File: src/rtl/tdm_buffer_scheduler.sv
`default_nettype none
// ============================================================================
// Module      : tdm_buffer_scheduler
// Description : Captures a TDM serial stream into a double-banked frame
//               buffer and hands completed banks over to a host.
//               Optional overrun tracking is enabled by SCHED_OVERRUN_EN.
// Revision    : 1.0 - initial release
// ============================================================================
module tdm_buffer_scheduler #(
    parameter int NUM_FRAMES     = 16,
    parameter int BITS_PER_FRAME = 32
) (
    input  logic                                            clk50,
    input  logic                                            reset_in_rg,
    input  logic                                            c4,
    input  logic                                            f0,
    input  logic                                            data_from_dt,
    input  logic                                            rd_ack,
    input  logic                                            clr_ovr,
    output logic                                            wr_en,
    output logic                                            wr_bank,
    output logic [$clog2(NUM_FRAMES*BITS_PER_FRAME)-1:0]    wr_addr,
    output logic                                            wr_data,
    output logic                                            rd_bank,
    output logic                                            cpu_int,
    output logic                                            overrun
);

    localparam int ADDR_W = $clog2(NUM_FRAMES*BITS_PER_FRAME);
    localparam int HALF_W = $clog2(2*BITS_PER_FRAME);
    localparam int FRM_W  = (NUM_FRAMES > 1) ? $clog2(NUM_FRAMES) : 1;

    localparam logic [HALF_W-1:0] c_LAST_HALF  = HALF_W'(2*BITS_PER_FRAME-2);
    localparam logic [FRM_W-1:0]  c_LAST_FRAME = FRM_W'(NUM_FRAMES-1);

    localparam logic [1:0] c_IDLE    = 2'd0;
    localparam logic [1:0] c_CAPTURE = 2'd1;
    localparam logic [1:0] c_SWAP    = 2'd2;

    logic [1:0]        r_c4_sync;
    logic [1:0]        r_f0_sync;
    logic [1:0]        r_dat_sync;
    logic              r_c4_prev;

    logic [1:0]        r_state;
    logic [HALF_W-1:0] r_half;
    logic [FRM_W-1:0]  r_frame;
    logic              r_wr_bank;
    logic              r_rd_bank;
    logic              r_cpu_int;
    logic              r_wr_en;
    logic [ADDR_W-1:0] r_wr_addr;
    logic              r_wr_data;

    logic              w_c4_rise;
    logic              w_f0;
    logic              w_dat;

    logic [1:0]        w_state_nxt;
    logic [HALF_W-1:0] w_half_nxt;
    logic [FRM_W-1:0]  w_frame_nxt;
    logic              w_wr_bank_nxt;
    logic              w_rd_bank_nxt;
    logic              w_cpu_int_nxt;
    logic              w_wr;
    logic [HALF_W-1:0] w_count;
    logic [ADDR_W-1:0] w_addr;
    logic              w_ovr_evt;

    // Two-flop synchronizers; the extra c4 stage gives the rising-edge history.
    always_ff @(posedge clk50) begin
        if (reset_in_rg) begin
            r_c4_sync  <= 2'b00;
            r_f0_sync  <= 2'b00;
            r_dat_sync <= 2'b00;
            r_c4_prev  <= 1'b0;
        end else begin
            r_c4_sync  <= {r_c4_sync[0],  c4};
            r_f0_sync  <= {r_f0_sync[0],  f0};
            r_dat_sync <= {r_dat_sync[0], data_from_dt};
            r_c4_prev  <= r_c4_sync[1];
        end
    end

    assign w_c4_rise = r_c4_sync[1] & ~r_c4_prev;
    assign w_f0      = r_f0_sync[1];
    assign w_dat     = r_dat_sync[1];

    always_comb begin
        w_state_nxt   = r_state;
        w_half_nxt    = r_half;
        w_frame_nxt   = r_frame;
        w_wr_bank_nxt = r_wr_bank;
        w_rd_bank_nxt = r_rd_bank;
        w_cpu_int_nxt = r_cpu_int & ~rd_ack;
        w_wr          = 1'b0;
        w_count       = '0;
        w_ovr_evt     = 1'b0;

        case (r_state)
            c_IDLE: begin
                w_half_nxt = '0;
                if (w_c4_rise && w_f0) begin
                    w_wr        = 1'b1;
                    w_half_nxt  = HALF_W'(1);
                    w_state_nxt = c_CAPTURE;
                end
            end

            c_CAPTURE: begin
                if (!w_f0) begin
                    w_state_nxt = c_IDLE;
                    w_half_nxt  = '0;
                end else if (w_c4_rise) begin
                    w_count = r_half;
                    w_wr    = ~r_half[0];
                    if (r_half == c_LAST_HALF) begin
                        w_half_nxt = '0;
                        if (r_frame == c_LAST_FRAME) begin
                            w_frame_nxt = '0;
                            w_state_nxt = c_SWAP;
                        end else begin
                            w_frame_nxt = r_frame + FRM_W'(1);
                        end
                    end else begin
                        w_half_nxt = r_half + HALF_W'(1);
                    end
                end
            end

            c_SWAP: begin
`ifdef SCHED_OVERRUN_EN
                // An acknowledge in this same cycle frees the host before the test.
                if (r_cpu_int && !rd_ack) begin
                    w_ovr_evt = 1'b1;
                end else begin
                    w_rd_bank_nxt = r_wr_bank;
                    w_wr_bank_nxt = ~r_wr_bank;
                    w_cpu_int_nxt = 1'b1;
                end
`else
                w_rd_bank_nxt = r_wr_bank;
                w_wr_bank_nxt = ~r_wr_bank;
                w_cpu_int_nxt = 1'b1;
`endif
                if (w_f0) begin
                    w_state_nxt = c_CAPTURE;
                    if (w_c4_rise) begin
                        w_wr       = 1'b1;
                        w_half_nxt = HALF_W'(1);
                    end
                end else begin
                    w_state_nxt = c_IDLE;
                end
            end

            default: begin
                w_state_nxt = c_IDLE;
                w_half_nxt  = '0;
            end
        endcase
    end

    assign w_addr = ADDR_W'(r_frame) * ADDR_W'(BITS_PER_FRAME) + ADDR_W'(w_count >> 1);

    always_ff @(posedge clk50) begin
        if (reset_in_rg) begin
            r_state   <= c_IDLE;
            r_half    <= '0;
            r_frame   <= '0;
            r_wr_bank <= 1'b0;
            r_rd_bank <= 1'b0;
            r_cpu_int <= 1'b0;
            r_wr_en   <= 1'b0;
            r_wr_addr <= '0;
            r_wr_data <= 1'b0;
        end else begin
            r_state   <= w_state_nxt;
            r_half    <= w_half_nxt;
            r_frame   <= w_frame_nxt;
            r_wr_bank <= w_wr_bank_nxt;
            r_rd_bank <= w_rd_bank_nxt;
            r_cpu_int <= w_cpu_int_nxt;
            r_wr_en   <= w_wr;
            if (w_wr) begin
                r_wr_addr <= w_addr;
                r_wr_data <= w_dat;
            end
        end
    end

`ifdef SCHED_OVERRUN_EN
    logic r_overrun;

    // A fresh overrun wins over a simultaneous clear.
    always_ff @(posedge clk50) begin
        if (reset_in_rg) begin
            r_overrun <= 1'b0;
        end else begin
            r_overrun <= (r_overrun & ~clr_ovr) | w_ovr_evt;
        end
    end

    assign overrun = r_overrun;
`else
    logic w_unused_clr;

    assign w_unused_clr = clr_ovr ^ w_ovr_evt;
    assign overrun      = 1'b0;
`endif

    assign wr_en   = r_wr_en;
    assign wr_bank = r_wr_bank;
    assign wr_addr = r_wr_addr;
    assign wr_data = r_wr_data;
    assign rd_bank = r_rd_bank;
    assign cpu_int = r_cpu_int;

endmodule
`default_nettype wire

File: config.mk
export PLATFORM = sky130hd
export DESIGN_NAME = tdm_buffer_scheduler
export DESIGN_NICKNAME = d
export VERILOG_FILES = /design/src/rtl/tdm_buffer_scheduler.sv
export SDC_FILE = /design/constraint.sdc
export NUM_CORES = 1
export LEC_CHECK = 0
export BUFFER_PORTS_ARGS = -buffer_cell sky130_fd_sc_hd__buf_2
export CAP_MARGIN = 20
export CORE_ASPECT_RATIO = 0.7
export CORE_MARGIN = 8
export CORE_UTILIZATION = 60
export CTS_CLUSTER_DIAMETER = 30
export DETAILED_ROUTE_END_ITERATION = 7
export GPL_TIMING_DRIVEN = 0
export PLACE_DENSITY = 0.86
export SETUP_SLACK_MARGIN = 0.4
export SLEW_MARGIN = 20
export SYNTH_ARGS = -nofsm -noshare
export SYNTH_HDL_FRONTEND = slang
export SYNTH_SLANG_ARGS = --single-unit
File: constraint.sdc
create_clock -name clk50 -period 3.14 [get_ports clk50]
set_clock_uncertainty 0.05 [all_clocks]
set_input_delay 0.157 -clock clk50 [delete_from_list [all_inputs] [get_ports clk50]]
set_output_delay 0.157 -clock clk50 [all_outputs]
set_load 0.02 [all_outputs]
==> out/results.ini <==
[route]
routed-via-count=1442
drt-total-wl_um=3790
ant_nets=0
routed.top_layer=met4
drc=0
drt_first_pass_iters=4
wl_met2_um=1840
first_iter_violations=129
wire_per_inst_um=15.8
wl_met3_um=252
wl_met1_um=1620
vias_per_cell=6.01

[pwr]
p_leak_nw=0.677
power.density_nw_per_um2=508
ir_drop_uv=349
p_total_uw=909

[sta]
finalSetupViolCount=0
setup_tns_ns=0
slew_violations=0
rsz0062_at_grt=no
clock.fmax_ghz=0.493
hold_viol=0
finalCriticalPeriod_ns=2.03
fin_ws_ns=1.11
fin_crit_sh_pct=64.6
holdWs_ns=0.0784

[clocking]
clk_pin_slew_ns=0.11
cts.sinks=33
cts_buffers=5
cts_buffer_depth=2
clock_latency_ns=0.35
htree_levels=2
cts_post_setup_buffers_inserted=0
cts_root_buf=clkbuf_4
cts_tree=done

[finish]
fin_area_um2=1790
area_delta_synth_final_pct=16.4
drive_above_1_share_pct=15.5
fin_nets=219
utilization_pct=73.3
fin_cells=240
antenna-diode-count=0

[die]
rows=15
fp.dieW_um=76.5
initial_core_util_pct=63.0
fp.dieH_um=58.4
die-area_um2=4460
num_io_pins=22
core_region_area_um2=2440

[place]
place_hpwl_um=2680
placed_area_um2=1670
gp_congestion=0.903
pre_cts_slack_ns=1.18
io_buffers=18
dp_cells=229

[critical_path]
cp_max_fo=10
r2r_start=r_state[0]
path_cells=inv_1 > ha_1 > clkbuf_1 > nand2b_1 > a21oi_1 > clkbuf_1 > o21ai_0 > a21oi_1
crit_slowest_cell=dfxtp_1
r2r_end=wr_addr[8]
timing.critical_path.slowest_cell_delay_ns=0.38
endpoint_kind=flip-flop
startpoint=r_state[0]
worstSetupPathType=flip-flop to flip-flop
crit_end=wr_addr[8]
critPathLaunchType=flip-flop
worst_ep_required_time_ns=3.37
arrival_ns=2.26
r2r_cells=8
regToRegSetupSlack_ns=1.11

[logic_synthesis]
synth_edf_count=0
synth_seq_area_share_pct=43.0
synthCells=177
synth_top_area_share_pct=43.0
syn_area_um2=1540
syn_nets=191
synthDistinctLibCells=45
ys_warn_count=0
synth_ff_type=dfxtp_1
synth_area_leaders=dfxtp_1 43%, a21oi_1 7.2%, ha_1 5.7%, o21ai_0 4.6%, nand3_1 3.6%
syn_area_per_cell_um2=8.69
async_flop_share_pct=0
yosys.area.top_type=dfxtp_1
synth_seq_cells=33

[global_route]
grt_first_pass_wirelength_um=6240
grt_overflow=0
grtUsageTotal_pct=17.4
grt_antenna_before_repair=0
grt_max_degree=12
grt_pass1_vias=1389

[run_status]
status=finished clean

[run]
cap_violations=0

[worst_hold_path]
hold_path_class=input port to flip-flop

[critical path, delay by kind of cell (launching register included)]
family	cells	cell delay, ns
buffers and inverters	3	0.61
AO/OA/AOI/OAI	3	0.50
adder cells (fa/ha/maj)	1	0.20
AND/OR/NAND/NOR	1	0.21
flip-flops	1	0.38
[cells in the final DEF, fill, tap and decap left out, types with 2 or more instances in the layout]
cell           instances
a21oi_1               22
ha_1                   7
dlygate4sd3_1          3
dfxtp_1               33
or3_1                  3
mux2i_1                2
inv_1                  6
buf_2                 18
a31oi_1                2
nor3_1                 3
nand3b_1               2
nand2_1                7
buf_4                  3
clkbuf_4               5
nand4_1                6
nor2_1                 7
nand2b_1               2
o21ai_0               14
nand3_1               11
buf_6                  2
nor2b_1                7
clkbuf_1              10
a211oi_1               3
[metal layers]
layer / track usage (%) / vias to the layer above
met1: 20.6 / 696
met4: 8.45 / 0
met3: 5.32 / 12
li1: - / 688
met2: 28.6 / 46
met5: 0 / -
[synth_stat cells (2+ instances only)]
| cell type | number |
|---|---|
| nand2_1 | 7 |
| a211oi_1 | 3 |
| o21ai_0 | 14 |
| nor3_1 | 3 |
| clkbuf_1 | 10 |
| buf_6 | 2 |
| inv_1 | 6 |
| nand2b_1 | 2 |
| nand3_1 | 11 |
| nand4_1 | 6 |
| a31oi_1 | 2 |
| buf_4 | 3 |
| nor2_1 | 7 |
| a21oi_1 | 22 |
| nor2b_1 | 7 |
| dfxtp_1 | 33 |
| ha_1 | 7 |
| or3_1 | 3 |
| nand3b_1 | 2 |
| mux2i_1 | 2 |
[sequential cells by signal, summed over array words and instances, names as in the netlist, 2 cells and up]
register,flops
r_half,6
r_dat_sync,2
wr_addr,9
r_f0_sync,2
r_state,2
r_c4_sync,2
r_frame,4
[worst min-delay path by stage]
stage            from           end  slack (ns)  cells past startpoint
3_3_place_gp       c4  r_c4_sync[0]        0.31                      2
2_1_floorplan      c4  r_c4_sync[0]        0.24                      1
3_5_place_dp       f0  r_f0_sync[0]        0.32                      2
4_1_cts        rd_ack       cpu_int        0.08                      4
5_1_grt        rd_ack       cpu_int        0.08                      4
6_report       rd_ack       cpu_int        0.08                      4
[what timing repair did]
item | in CTS | in global routing
endpoints found under the hold margin | 3 | 0
gates resized for setup | 0 | 0
hold buffers | 3 | 0
[cells by family after synthesis]
group                    Yosys count  synth area share, %
AND/OR/NAND/NOR                   60                 22.9
AO/OA/AOI/OAI                     51                 19.0
flip-flops                        33                 43.0
buffers and inverters             21                 6.83
adder cells (fa/ha/maj)            7                 5.70
XOR/XNOR                           2                 1.14
multiplexers                       2                 1.30
other                              1                0.244
[power by group]
part / leakage (nW) / switching, mW / internal [mW]
clock network: 0.0445 / 0.153 / 0.189
logic: 0.365 / 0.0861 / 0.0437
registers: 0.267 / 0.00764 / 0.429
[cell type report]
type	count	area [µm²]
multi-input cells	123	772
flip-flops and latches	33	661
fillers	189	651
repair buffers	21	120
plain buffers	15	82.6
clock buffers	6	51.3
well taps	34	42.5
clock inverters	2	37.5
inverters	6	22.5
(Power assumes the default switching activity.)
